--- src/rtl/ret_stack_pkg.sv ---
// ret_stack_pkg
//   Shared definitions for the return-address stack and its bench.
//   - ADDR_W_DEF / DEPTH_DEF : default address width and stack depth
//   - stack_op_t             : per-cycle operation derived from {push, pop}
//   - decode_op()            : maps the two strobes onto stack_op_t
package ret_stack_pkg;

    localparam int ADDR_W_DEF = 12;
    localparam int DEPTH_DEF  = 8;

    typedef enum logic [1:0] {
        OP_NONE    = 2'd0,
        OP_PUSH    = 2'd1,
        OP_POP     = 2'd2,
        OP_REPLACE = 2'd3
    } stack_op_t;

    function automatic stack_op_t decode_op(input logic push, input logic pop);
        stack_op_t op;
        case ({push, pop})
            2'b10:   op = OP_PUSH;
            2'b01:   op = OP_POP;
            2'b11:   op = OP_REPLACE;
            default: op = OP_NONE;
        endcase
        return op;
    endfunction

endpackage

--- src/rtl/ret_stack_mem.sv ---
// ret_stack_mem
//   DEPTH x ADDR_W storage for the return-address stack. Synchronous write,
//   asynchronous (combinational) read. Contents are not reset.
//   Ports:
//     clk   in  clock
//     we    in  write enable
//     waddr in  write index
//     wdata in  write data
//     raddr in  read index
//     rdata out mem[raddr], combinational
module ret_stack_mem
    import ret_stack_pkg::*;
#(
    parameter int ADDR_W = ADDR_W_DEF,
    parameter int DEPTH  = DEPTH_DEF,
    parameter int PTR_W  = $clog2(DEPTH)
) (
    input  logic              clk,
    input  logic              we,
    input  logic [PTR_W-1:0]  waddr,
    input  logic [ADDR_W-1:0] wdata,
    input  logic [PTR_W-1:0]  raddr,
    output logic [ADDR_W-1:0] rdata
);

    logic [ADDR_W-1:0] mem [DEPTH];

    always_ff @(posedge clk) begin
        if (we) begin
            mem[waddr] <= wdata;
        end
    end

    assign rdata = mem[raddr];

endmodule

--- src/rtl/ret_addr_stack.sv ---
// ret_addr_stack
//   Hardware return-address stack beside the PC register. A subroutine call
//   pushes the return PC, a return pops it; top_addr feeds the PC-source mux.
//   push/pop are single-cycle strobes with no back-pressure: every strobe is
//   acted on at the posedge ending the cycle in which it is high; a refused
//   operation is reported through the sticky overflow/underflow flags.
//   Ports:
//     clk, rst   clock, synchronous active-high reset (wins over push/pop)
//     push       store push_addr this cycle
//     pop        remove the top entry this cycle
//     push_addr  return address to store
//     top_addr   current top entry (combinational), 0 when empty
//     empty/full count == 0 / count == DEPTH
//     count      number of valid entries
//     overflow   sticky: push while full
//     underflow  sticky: pop while empty
//   Optional: define RET_STACK_CIRCULAR_EN so that a push while full
//   overwrites the oldest entry instead of being refused.
module ret_addr_stack
    import ret_stack_pkg::*;
#(
    parameter int ADDR_W = ADDR_W_DEF,
    parameter int DEPTH  = DEPTH_DEF,
    parameter int CNT_W  = $clog2(DEPTH) + 1
) (
    input  logic              clk,
    input  logic              rst,
    input  logic              push,
    input  logic              pop,
    input  logic [ADDR_W-1:0] push_addr,
    output logic [ADDR_W-1:0] top_addr,
    output logic              empty,
    output logic              full,
    output logic [CNT_W-1:0]  count,
    output logic              overflow,
    output logic              underflow
);

    localparam int PTR_W = $clog2(DEPTH);

    // sp is the next free slot; sp_m1 is the current top.
    logic [PTR_W-1:0]  sp;
    logic [PTR_W-1:0]  sp_m1;
    logic [PTR_W-1:0]  sp_next;
    logic [CNT_W-1:0]  count_next;
    logic              set_ovf;
    logic              set_unf;
    logic              mem_we;
    logic [PTR_W-1:0]  mem_waddr;
    logic [ADDR_W-1:0] mem_rdata;
    stack_op_t         op;

    assign sp_m1 = sp - PTR_W'(1);
    assign empty = (count == '0);
    assign full  = (count == CNT_W'(DEPTH));

    always_comb begin
        op         = decode_op(push, pop);
        sp_next    = sp;
        count_next = count;
        set_ovf    = 1'b0;
        set_unf    = 1'b0;
        mem_we     = 1'b0;
        mem_waddr  = sp;
        case (op)
            OP_PUSH: begin
                if (!full) begin
                    mem_we     = 1'b1;
                    sp_next    = sp + PTR_W'(1);
                    count_next = count + CNT_W'(1);
                end else begin
                    set_ovf = 1'b1;
`ifdef RET_STACK_CIRCULAR_EN
                    // When full, slot sp holds the oldest entry (pointer wraps),
                    // so writing there drops it; count stays DEPTH.
                    mem_we  = 1'b1;
                    sp_next = sp + PTR_W'(1);
`endif
                end
            end
            OP_POP: begin
                if (!empty) begin
                    sp_next    = sp_m1;
                    count_next = count - CNT_W'(1);
                end else begin
                    set_unf = 1'b1;
                end
            end
            OP_REPLACE: begin
                if (!empty) begin
                    // Return immediately followed by a call: overwrite the top.
                    mem_we    = 1'b1;
                    mem_waddr = sp_m1;
                end else begin
                    // Nothing to pop: behaves as a plain push, flag the pop.
                    mem_we     = 1'b1;
                    sp_next    = sp + PTR_W'(1);
                    count_next = count + CNT_W'(1);
                    set_unf    = 1'b1;
                end
            end
            default: ;
        endcase
    end

    always_ff @(posedge clk) begin
        if (rst) begin
            sp        <= '0;
            count     <= '0;
            overflow  <= 1'b0;
            underflow <= 1'b0;
        end else begin
            sp    <= sp_next;
            count <= count_next;
            if (set_ovf) overflow  <= 1'b1;
            if (set_unf) underflow <= 1'b1;
        end
    end

    ret_stack_mem #(
        .ADDR_W (ADDR_W),
        .DEPTH  (DEPTH),
        .PTR_W  (PTR_W)
    ) u_mem (
        .clk   (clk),
        .we    (mem_we && !rst),
        .waddr (mem_waddr),
        .wdata (push_addr),
        .raddr (sp_m1),
        .rdata (mem_rdata)
    );

    assign top_addr = empty ? '0 : mem_rdata;

endmodule

--- config.mk ---
export PLATFORM = sky130hd
export DESIGN_NAME = ret_addr_stack
export DESIGN_NICKNAME = d
export VERILOG_FILES = /design/src/rtl/ret_stack_pkg.sv /design/src/rtl/ret_stack_mem.sv /design/src/rtl/ret_addr_stack.sv
export SDC_FILE = /design/constraint.sdc
export NUM_CORES = 1
export LEC_CHECK = 0
export ABC_AREA = 1
export CAP_MARGIN = 20
export CORE_ASPECT_RATIO = 1.4
export CORE_MARGIN = 2
export CORE_UTILIZATION = 49
export DETAILED_ROUTE_END_ITERATION = 8
export GPL_TIMING_DRIVEN = 0
export PLACE_DENSITY_LB_ADDON = 0.25
export RECOVER_POWER = 100
export SLEW_MARGIN = 20
export SYNTH_ARGS = -nofsm -noshare
export SYNTH_HDL_FRONTEND = slang
export SYNTH_SLANG_ARGS = --single-unit
--- constraint.sdc ---
create_clock -name clk -period 3 [get_ports clk]
set_input_delay 0.6 -clock clk [delete_from_list [all_inputs] [get_ports clk]]
set_output_delay 0.6 -clock clk [all_outputs]
set_load 0.01 [all_outputs]
## Word level (Yosys, flattened, before mapping)

Memories as Yosys holds them, arrays and structs flattened.
Index checks and enable logic that the tools add are counted.

| word-level totals | value |
|---|---|
| bits in registers | 9 |
| memory bits (writable) | 96 |
| input bits | 16 |
| output and inout port bits | 20 |
| word-level logic and storage cells | 45 |
| memories | 1 |

Memories:

| name | depth | bits a word | read ports | clocked after Yosys merged registers in | wr ports | line | source |
|---|---|---|---|---|---|---|---|
| u_mem.mem | 8 | 12 | 1 | 0 | 1 | ret_stack_mem.sv:26 | `logic [ADDR_W-1:0] mem [DEPTH];` |

| cells by class | value |
|---|---|
| add/sub/neg operators | 4 |
| eq/ne operators | 10 |
| muxes and demuxes | 19 |
| reductions and logical operators | 7 |

Operator list:

| cell | number |
|---|---|
| 12-bit two-way mux | 1 |
| 3-bit two-way mux | 4 |
| 4-bit two-way mux | 3 |
| 4-bit case mux with 3 select lines | 1 |
| 3-bit case mux with 3 select lines | 1 |
| 2-bit == test, second input constant | 4 |
| 1-bit two-way mux | 7 |
| 2-bit inequality test, second input constant | 3 |
| 2-bit case mux with 3 select lines | 1 |
| 4-bit by 1-bit adder with 4-bit output, second input constant | 1 |
| 2-bit by 1-bit == test with 1-bit output, second input constant | 2 |
| 4-bit == test, second input constant | 1 |
| 4-bit zero test | 1 |
| 4-bit AND reduction | 1 |
| 4-bit by 1-bit subtractor with 4-bit output, second input constant | 1 |
| 3-bit by 1-bit adder with 3-bit output, second input constant | 1 |
| 3-bit AND reduction | 1 |
| 3-bit nonzero test | 1 |
| 3-bit by 1-bit subtractor with 3-bit output, second input constant | 1 |
| 1-bit case mux with 2 select lines | 1 |
| 2-bit OR reduction | 1 |
| 1-bit logical AND | 1 |
| 1-bit zero test | 1 |

## Longest topological paths before layout

Gate-level depths: netlist of the first run.

| logic depth | value |
|---|---|
| word-level depth | 7 |
| depth in mapped cells | 12 |
| depth with buffers taken out | 12 |

## Hierarchy

From an unflattened synthesis of the first run, not the netlist that was laid out.

| second synthesis, totals | value |
|---|---|
| cells, all modules | 563 |
| area total of the unflattened synthesis | 5,011.1 um2 |

By module, submodules not included:

| module | times used | cells an instance | area each (um2) | seq. area each (um2) |
|---|---|---|---|---|
| ret_stack_mem | 1 | 433 | 4,239.1 | 2,882.8 |
| ret_addr_stack | 1 | 130 | 772.0 | 180.2 |

## Worst setup path before layout of the first run

No wires, ideal clock.

| path | value |
|---|---|
| path kind | reg2reg |
| from | reg sp[0] |
| to | mem u_mem.mem[0][0] (netlist name) (enable) |
| library setup time | 0.380 ns |
| arrival time | 2.191 ns |
| data required time | 2.620 ns |
| path slack | 0.429 ns |
| cell stages (with the launch flop) | 10 |
| buffers on the path | 3 |
| period minus slack after synthesis | 2.571 ns |
| cell sequence | dfxtp_1 > buf_2 > inv_2 > buf_2 > ha_1 > clkbuf_1 > nand2_1 > o21ai_2 > nand2_1 > nor2_1 |

| on the way | value |
|---|---|
| longest elaborated chain between the ends | 3 |

RTL lines:

| what | line | source |
|---|---|---|
| from (decl) | ret_addr_stack.sv:42 | `logic [PTR_W-1:0] sp;` |
| from (signal assigned) | ret_addr_stack.sv:113 | `sp <= sp_next;` |
| 3-bit by 1-bit subtractor with 3-bit output | ret_addr_stack.sv:53 | `assign sp_m1 = sp - PTR_W'(1);` |
| 3-bit two-way mux | -- |  |
| 3-bit two-way mux (*) | ret_addr_stack.sv:65 | `case (op)` |
| to (decl) | ret_stack_mem.sv:26 |  |

Mark *: on every way between the ends. The rest lies on a longest branch, timed or not.

## Worst setup path in the final report of the first run

| path | value |
|---|---|
| from | reg sp[0] |
| to | out top_addr[5] |

| on the way | value |
|---|---|
| longest elaborated chain between the ends | 3 |

RTL lines:

| what | line | source |
|---|---|---|
| 3-bit by 1-bit subtractor with 3-bit output | ret_addr_stack.sv:53 |  |
| memory 8 x 12 bit | -- |  |
| 12-bit two-way mux | ret_addr_stack.sv:133 | `assign top_addr = empty ? '0 : mem_rdata;` |
| to (decl) | ret_addr_stack.sv:31 | `output logic [ADDR_W-1:0] top_addr,` |

No other way between the ends.

==> impl_metrics.csv, run 1 <==
group,metric,value,unit
detailed_routing,routed_wl,10500,um
critical_path,cp-end-kind,"primary output",
logic_synthesis,synth-edff-count,96,
critical_path,cp-start-kind,"register",
floorplan,row_count,41,
detailed_routing,avgViaCountPerCell,5.60,
clock_tree,clock_sinks,105,
global_routing,grt_pass1_wl,16400,um
logic_synthesis,synthesis.nets,436,
logic_synthesis,yosysWarningCount,0,
clock_tree,holdBufCountCts,0,
logic_synthesis,synthCells,417,
global_routing,grt-ovfl-total,0,
clock_tree,cts.clk_slew.worst_paths,0.07,ns
logic_synthesis,syn_area_per_cell,10.8,um^2
sta,clock_skew,0.00711,ns
clock_tree,cts_root_buffer,"clkbuf_16",
critical_path,path_max_fanout,10,
job,drv_cap,0,
sta,fin_setup_tns,0,ns
detailed_routing,drcViolationCount,0,
logic_synthesis,async_flop_share,0,%
layout,syn2layout_area_growth,18.0,%
clock_tree,numCtsBuffers,9,
critical_path,cp.arrival,2.28,ns
detailed_routing,routedWlPerCell,18.3,um
sta,drv_slew,0,
layout,finish.net_count,484,
global_routing,grt_max_degree,17,
floorplan,start_util,50.3,%
detailed_routing,drtIter0Drc,338,
sta,setup_viol,0,
floorplan,die_x,85.2,um
global_routing,grt_pass1_vias,3259,
detailed_routing,vias,3226,
global_routing,grt_use_total,21.7,%
placement,gp_congestion,0.825,
global_routing,antenna_found_initial,0,
clock_tree,cts_tree,"yes",
floorplan,die_y,118,um
clock_tree,cts_max_path_buffers,2,
sta,relSlewSlack,47.7,%
floorplan,core,8980,um^2
power_and_ir_drop,power_density,759,nW/um^2
clock_tree,clkLatencyLatePin,0.34,ns
power_and_ir_drop,p_leak,1.92,nW
detailed_routing,dr.pass1.iters,5,
layout,diodes,0,
detailed_routing,final_antenna_net_count,0,
logic_synthesis,syn_area,4520,um^2
hold_path,hold_class,"register to register",
status,status,"completed",
sta,hold_ws,0.450,ns
logic_synthesis,synth_seq_cells,105,
sta,tightestPinTransition,0.784,ns
placement,dp_hpwl,6900,um
layout,drive_gt1_share,10.9,%
sta,clock.fmax,347,MHz
clock_tree,htreeDepth,3,
sta,layout_min_cycle_time,2.88,ns
critical_path,required,2.40,ns
placement,port_buffers,35,
floorplan,pin_count,36,
floorplan,die_area,10000,um^2
critical_path,path_class,"register to primary output",
logic_synthesis,seq_area_frac_synth,67.8,%
power_and_ir_drop,vdd_ir_drop_max,0.451,mV
logic_synthesis,synth_cell_types,25,
logic_synthesis,synthFlopType,"edfxtp_1",
sta,finalHoldViolCount,0,
sta,post-route-period-util,96.0,%
## registers in the layout, indices dropped and copies added, names as in the netlist
signal and flops:
u_mem.mem 96, count 4, sp 3, overflow 1, underflow 1
## placed cells by master (no fill, tap or decap), drive strengths merged
cell type / instances
a21oi: 5
nor2: 131
inv: 17
nand2: 34
clkbuf: 27
dfxtp: 9
xnor2: 1
bufinv: 1
clkinv: 2
o21ai: 91
xor2: 2
nand4: 1
edfxtp: 96
clkdlybuf4s15: 2
clkdlybuf4s50: 3
o21a: 1
nand3: 8
ha: 3
dlygate4sd2: 6
clkinvlp: 1
dlygate4sd3: 20
buf: 8
## synthesized netlist by cell type, types with 5 or more instances
master	instances	share of area (%)
dfxtp_1	9	4.0
o21ai_0	75	8.3
edfxtp_1	96	64
inv_1	11	0.91
inv_2	5	0.42
clkbuf_1	13	1.1
a21oi_1	5	0.55
nand2_1	31	2.6
nand3_1	7	0.78
nor2_2	5	0.69
nor2_1	123	10
o21ai_1	12	1.3
buf_2	6	0.66
## path summary, 6_finish.rpt
kind                            startpoint              end  slack, ns  depth (start not counted)
worst max-delay path                 sp[0]      top_addr[5]       0.12                         10
worst min-delay path              overflow         overflow       0.45                          2
worst max register to register       sp[0]  u_mem.mem[3][8]       0.32                         10
worst min register to register    overflow         overflow       0.45                          2
## critical path, stage by stage, from the launching register on
cell             delay, ns
dfxtp_2               0.35
buf_6                 0.13
inv_2                 0.06
buf_8                 0.15
ha_4                  0.30
clkbuf_8              0.18
o21ai_0               0.09
o21ai_0               0.18
o21ai_1               0.08
nor2_1                0.16
clkdlybuf4s15_1       0.26
## logic make-up after synthesis
family	synth area share, %
AOI/OAI and AO/OA	11.3
xor gates and xnor gates	0.748
adders and majority gates	0.831
buffers and inverters	3.07
DFF	67.8
and+or+nand+nor	16.3
## timing repair
action	CTS	global route
gates resized for setup	37	20
pin swaps	1	6
buffers inserted	0	0
endpoints found under the setup margin	72	12
gates cloned	0	0
## cell type report
cell class,instances,area (um^2)
fillers,739,3640
flip-flops and latches,105,3060
multi-input cells,277,1320
repair buffers,37,329
clock buffers,10,229
plain buffers,19,145
well taps,107,134
inverters,16,60.1
clock inverters,5,55.1
## through the flow
stage	total power, W	worst slack, ns	cell area, um^2	cells	util [%]
after detailed placement	0.00295	-0.398	5030	561	56.1
after CTS	0.00407	0.00353	5370	576	59.8
after global routing	0.00425	-0.00589	5330	576	59.4
final	0.00405	0.121	5330	576	59.4
after global placement	0.00291	-0.445	5000	559	55.7
after floorplan	0.00243	0.429	4520	417	-
## where the power goes
| group | internal (W) | switching [W] |
|---|---|---|
| combinational | 0.000449 | 0.000772 |
| sequential | 0.00167 | 0.0000351 |
| clock | 0.000641 | 0.000483 |
| total | 0.00276 | 0.00129 |
## per-layer routing
layer  track usage, %  vias to the layer above  wire, um
li1                 -                     1535         -
met1             26.2                     1535      4180
met2             36.9                      130      5380
met3             3.65                       26       595
met4             11.4                        0       378
met5                0                        -         0
No activity file was read; power rests on OpenSTA's default activity.
==> run 2, diff against run 1 <==
CORE_MARGIN = 8   (was 2)
SYNTH_HIERARCHICAL = 1   (was unset)
==> run 2 against run 1 <==
Against the previous run:
- fmax fell by 0.93%
- total power is 5.9% higher
- highest routed layer unchanged
- global-route usage is 3.9 points lower
- clock-buffer cell count up 2
- largest cell class unchanged
- via count up 15%
- sequential share of layout area down 5.2 points
- critical path type unchanged
- final cell count grew 30%
- area after synthesis up 11%
- die area rose by 37%
- clock power about the same
==> impl_metrics.csv, run 2 <==
group,metric,value,unit
logic_synthesis,synth-edff-count,96,
sta,clock_skew,0.00757,ns
critical_path,required,2.40,ns
layout,drive_gt1_share,10.4,%
layout,syn2layout_area_growth,16.9,%
sta,setup_viol,0,
global_routing,grt_use_total,17.9,%
placement,dp_hpwl,7650,um
hold_path,hold-path-cell-count,2,
floorplan,pin_count,36,
sta,finalHoldViolCount,0,
critical_path,path_class,"register to primary output",
detailed_routing,routed_wl,11800,um
power_and_ir_drop,p_sw,0.00143,W
job,drv_cap,0,
logic_synthesis,synthFlopType,"edfxtp_1",
sta,layout_min_cycle_time,2.91,ns
power_and_ir_drop,vdd_ir_drop_max,0.382,mV
power_and_ir_drop,power_density,731,nW/um^2
sta,clock.fmax,344,MHz
global_routing,antenna_found_initial,0,
detailed_routing,avgViaCountPerCell,4.97,
global_routing,grt_pass1_vias,3698,
layout,finish.net_count,628,
global_routing,grt_max_degree,16,
floorplan,die_y,136,um
detailed_routing,final_antenna_net_count,0,
logic_synthesis,yosys-top-cells-count,"nand2_1 (181), inv_1 (102), edfxtp_1 (96)",
hold_path,hold_class,"register to register",
logic_synthesis,syn_area,5010,um^2
critical_path,rrSetupSlack,0.62,ns
power_and_ir_drop,pwr-share-seq,40.3,%
floorplan,die_area,13800,um^2
layout,mostFrequentLayoutCells,"nand2_1 (181), inv_1 (103), edfxtp_1 (96)",
sta,tightestPinTransition,0.865,ns
detailed_routing,routedWlPerCell,15.7,um
logic_synthesis,syn_area_per_cell,8.90,um^2
sta,post-route-period-util,96.9,%
clock_tree,cts_root_buffer,"clkbuf_16",
clock_tree,numCtsBuffers,9,
global_routing,grt-ovfl-total,0,
logic_synthesis,async_flop_share,0,%
floorplan,core,9950,um^2
layout,fillers,832,
clock_tree,htreeDepth,3,
clock_tree,cts_tree,"yes",
detailed_routing,drcViolationCount,0,
critical_path,path_max_fanout,10,
critical_path,cp.arrival,2.31,ns
power_and_ir_drop,power_frac_clock,26.2,%
sta,rsz0062_at_grt,"false",
hold_path,hold_end,"overflow",
global_routing,grt_pass1_wl,18200,um
hold_path,min_from,"overflow",
clock_tree,cts_setup_buffers,0,
layout,mostFrequentLayoutCell,"nand2_1",
detailed_routing,drtIter0Drc,262,
critical_path,rr_startpoint,"sp[0]",
critical_path,cp-end-kind,"primary output",
layout,largest_reg_flops,96,
layout,top_regs,"u_mem/mem (96), count (4), sp (3)",
power_and_ir_drop,switching_share,33.5,%
sta,relSlewSlack,42.2,%
layout,post-route-util,58.9,%
clock_tree,clkLatencyLatePin,0.34,ns
logic_synthesis,yosys-top-cells-area,"edfxtp_1 (58%), nand2_1 (14%), inv_1 (7.6%), nand3_1 (5.3%), dfxtp_1 (3.6%)",
power_and_ir_drop,p_int,0.00285,W
floorplan,die_x,101,um
logic_synthesis,yosysWarningCount,6,
floorplan,row_count,43,
critical_path,worstReg2RegEnd,"u_mem/mem[2][4]",
power_and_ir_drop,combPwrFrac,33.5,%
logic_synthesis,synth.most_common_cell,"nand2_1",
placement,gp_congestion,0.805,
critical_path,reg2reg_depth,8,
clock_tree,clock_sinks,105,
logic_synthesis,synth.top_cell.area_share,57.5,%
sta,hold_ws,0.454,ns
detailed_routing,dr.pass1.iters,7,
logic_synthesis,synth_cell_types,26,
power_and_ir_drop,p_leak,2.72,nW
floorplan,start_util,50.3,%
clock_tree,cts_max_path_buffers,2,
placement,port_buffers,35,
sta,drv_slew,0,
logic_synthesis,yosys.area.top_type,"edfxtp_1",
detailed_routing,vias,3726,
logic_synthesis,synthCells,563,
critical_path,cp-start-kind,"register",
clock_tree,cts.clk_slew.worst_paths,0.07,ns
layout,diodes,0,
logic_synthesis,seq_area_frac_synth,61.1,%
layout,top_register,"u_mem/mem",
status,status,"completed",
logic_synthesis,synthesis.nets,582,
logic_synthesis,synth_seq_cells,105,
==> run 2: final cells by class <==
type,count,area (um^2),share of cell area [%]
tap,135,169,2.88
multi-input combinational,303,1350,23.1
inverter,137,517,8.82
sequential,105,3060,52.3
clock inverter,4,43.8,0.748
timing repair buffer,35,335,5.72
clock buffer,12,236,4.04
buffer,18,140,2.39
==> run 2: layer usage <==
layer / share of wire, % / wire length [um] / track usage [%] / up-vias
li1: - / - / - / 1821
met1: 38 / 4530 / 19.0 / 1733
met2: 53 / 6190 / 32.3 / 141
met3: 6.2 / 732 / 3.65 / 31
met4: 2.6 / 310 / 9.23 / 0
met5: 0 / 0 / 0 / -
==> run 2: logic make-up (layout without fill, tap and decap cells) <==
family,count (synthesis),count (layout),synth area share (%)
simple gates,277,277,23.1
buf+inv,155,206,12.3
xor+xnor,4,4,0.699
fa+ha+maj,3,3,0.749
flops,105,105,61.1
compound gates,19,19,2.10
==> run 2: worst max-delay path by stage <==
| stage | endpoint | depth (start not counted) | slack, ns | startpoint |
|---|---|---|---|---|
| 2_1_floorplan | top_addr[10] | 11 | 0.71 | sp[0] |
| 3_3_place_gp | u_mem/mem[2][5] | 9 | -0.35 | pop |
| 3_5_place_dp | top_addr[3] | 12 | -0.33 | sp[0] |
| 4_1_cts | top_addr[9] | 13 | -0.14 | sp[0] |
| 5_1_grt | top_addr[11] | 13 | 0.0004 | sp[0] |
| 6_report | top_addr[11] | 13 | 0.09 | sp[0] |
==> run 2: repair_timing <==
action	CTS	global route
resized for setup	27	9
cloned	0	0
hold buffers	0	0
pin swaps	0	0
setup endpoints to repair	12	7
==> run 2: power by group through the flow <==
| stage | sequential [W] | clock (W) | combinational, W |
|---|---|---|---|
| 2_1_floorplan | 0.00176 | 0 | 0.000866 |
| 3_3_place_gp | 0.00176 | 0 | 0.00141 |
| 3_5_place_dp | 0.00176 | 0 | 0.00145 |
| 5_1_grt | 0.00173 | 0.00119 | 0.00159 |
| 6_report | 0.00173 | 0.00112 | 0.00144 |
| 4_1_cts | 0.00173 | 0.00114 | 0.00144 |
==> run 2: critical path, stage by stage, from the launching register on <==
cell	delay [ns]
dfxtp_1	0.36
inv_2	0.10
ha_1	0.31
inv_1	0.06
buf_4	0.17
inv_4	0.11
buf_6	0.17
nand3_1	0.09
nand2_1	0.08
nand2_1	0.05
nand2_1	0.06
inv_1	0.04
nor2_1	0.09
dlygate4sd2_1	0.28
==> run 2: stage by stage <==
step / power (W) / cells / instance area [um^2] / setup TNS [ns] / worst slack (ns)
after CTS: 0.00431 / 749 / 5860 / -0.140 / -0.140
after global placement: 0.00316 / 733 / 5530 / -26.08 / -0.353
after detailed placement: 0.00321 / 733 / 5550 / -3.15 / -0.326
after floorplan: 0.00262 / 563 / 5010 / 0 / 0.709
after global routing: 0.00451 / 749 / 5860 / 0 / 0.000372
final: 0.00428 / 749 / 5860 / 0 / 0.0934
==> run 3, diff against run 2 <==
CORE_MARGIN = 3   (was 8)
==> run 3 against run 2 <==
Against the previous run:
- wire length is 4.1% lower
- flip-flop and latch count stayed put
- critical path type unchanged
- sequential power hardly changed
- design area hardly changed
- combinational power is 3% lower
- largest cell class unchanged
- global-route usage is 2.3 points higher
- critical endpoint is now top_addr[0]
==> impl_metrics.csv, run 3 (same netlist as run 2, synthesis figures left out) <==
group,metric,value,unit
power_and_ir_drop,p_leak,2.70,nW
clock_tree,cts_setup_buffers,0,
status,status,"completed",
hold_path,hold_end,"overflow",
critical_path,path_max_fanout,10,
sta,relSlewSlack,39.9,%
critical_path,rr_startpoint,"count[1]",
layout,drive_gt1_share,10.9,%
floorplan,start_util,50.3,%
layout,finish.net_count,628,
sta,rsz0062_at_grt,"false",
global_routing,grt_pass1_wl,17600,um
power_and_ir_drop,vdd_ir_drop_max,0.345,mV
sta,clock.fmax,353,MHz
detailed_routing,vias,3625,
critical_path,reg2reg_depth,6,
sta,tightestPinTransition,0.900,ns
floorplan,die_y,126,um
hold_path,min_from,"overflow",
layout,largest_reg_flops,96,
sta,hold_ws,0.451,ns
critical_path,path_class,"register to primary output",
placement,port_buffers,35,
detailed_routing,drcViolationCount,0,
layout,mostFrequentLayoutCells,"nand2_1 (182), inv_1 (104), edfxtp_1 (96)",
sta,clock_skew,0.00697,ns
detailed_routing,drtIter0Drc,252,
layout,top_regs,"u_mem/mem (96), count (4), sp (3)",
placement,dp_hpwl,7230,um
clock_tree,numCtsBuffers,9,
global_routing,grt-ovfl-total,0,
clock_tree,clock_sinks,105,
sta,layout_min_cycle_time,2.84,ns
layout,diodes,0,
global_routing,antenna_found_initial,0,
critical_path,cp.arrival,2.24,ns
clock_tree,cts_tree,"yes",
placement,place_area,5550,um^2
clock_tree,holdBufCountCts,0,
critical_path,required,2.40,ns
sta,fin_setup_tns,0,ns
layout,design_area,5860,um^2
placement,gp_congestion,0.830,
detailed_routing,final_antenna_net_count,0,
detailed_routing,routedWlPerCell,15.1,um
hold_path,hold-path-cell-count,2,
clock_tree,cts_resized,28,
critical_path,cp-start-kind,"register",
critical_path,cp-end-kind,"primary output",
clock_tree,cts.clk_slew.worst_paths,0.06,ns
layout,top_register,"u_mem/mem",
clock_tree,clkLatencyLatePin,0.35,ns
hold_path,hold_class,"register to register",
clock_tree,cts_max_path_buffers,2,
sta,drv_slew,0,
detailed_routing,dr.pass1.iters,5,
floorplan,die_x,91.5,um
detailed_routing,avgViaCountPerCell,4.84,
detailed_routing,routed_wl,11300,um
floorplan,die_area,11500,um^2
global_routing,grt_use_total,20.2,%
floorplan,pin_count,36,
critical_path,rrSetupSlack,0.62,ns
sta,setup_viol,0,
job,drv_cap,0,
sta,post-route-period-util,94.5,%
sta,finalHoldViolCount,0,
layout,mostFrequentLayoutCell,"nand2_1",
layout,syn2layout_area_growth,17.0,%
floorplan,row_count,43,
clock_tree,cts_root_buffer,"clkbuf_16",
clock_tree,htreeDepth,3,
global_routing,grt_pass1_vias,3440,
floorplan,core,9950,um^2
power_and_ir_drop,power_density,732,nW/um^2
global_routing,grt_max_degree,19,
critical_path,worstReg2RegEnd,"u_mem/mem[1][2]",
run 3: changes by cell type in the layout (fill, tap and decap cells not counted), sizes merged:
cell	delta
clkinvlp	+4
clkinv	-2
buf	-1
clkdlybuf4s15	-1
dlymetal6s2s	-1
inv	+1
run 3: worst max-delay path: stages (launching register included):
cell	delay, ns
dfxtp_2	0.35
inv_2	0.08
ha_1	0.30
inv_1	0.06
buf_4	0.17
inv_4	0.11
buf_8	0.15
nand3_1	0.09
nand2_1	0.08
nand2_1	0.06
nand2_1	0.06
inv_1	0.04
nor2_1	0.08
dlygate4sd2_1	0.27
run 3: through the flow:
stage,total power [W],utilization (%),instances,worst slack (ns)
detailed placement,0.00320,55.8,733,-0.346
global placement,0.00316,55.6,733,-0.320
floorplan,0.00262,-,563,0.709
global route,0.00455,58.9,749,0.00823
finish,0.00429,58.9,749,0.164
CTS,0.00435,59.2,749,0.0404
run 3: layout make-up:
class                      instances  area (um^2)
timing repair buffer              35          320
multi-input combinational        303         1350
clock buffer                       9          225
buffer                            18          141
tap                              135          169
inverter                         137          517
clock inverter                     7         80.1
fill                             858         4090
sequential                       105         3060
run 3: how the worst max path moves through the flow:
stage / depth (start not counted) / end / slack, ns / from
2_1_floorplan: 11 / top_addr[10] / 0.71 / sp[0]
3_3_place_gp: 9 / u_mem/mem[1][7] / -0.32 / pop
3_5_place_dp: 12 / top_addr[4] / -0.35 / sp[0]
4_1_cts: 13 / top_addr[4] / 0.04 / sp[0]
5_1_grt: 13 / top_addr[8] / 0.008 / sp[0]
6_report: 13 / top_addr[0] / 0.16 / sp[0]
run 3: where the power goes:
group	internal (W)	total [W]	switching [W]
clock	0.000653	0.00117	0.000512
combinational	0.000511	0.00140	0.000889
sequential	0.00168	0.00173	0.0000460
total	0.00285	0.00429	0.00145
run 3: layer usage:
metal	vias to the layer above	share of wire (%)	track usage [%]
li1	1823	-	-
met1	1632	39	23.4
met2	146	53	36.1
met3	24	5.7	3.29
met4	0	2.5	9.68
met5	-	0	0
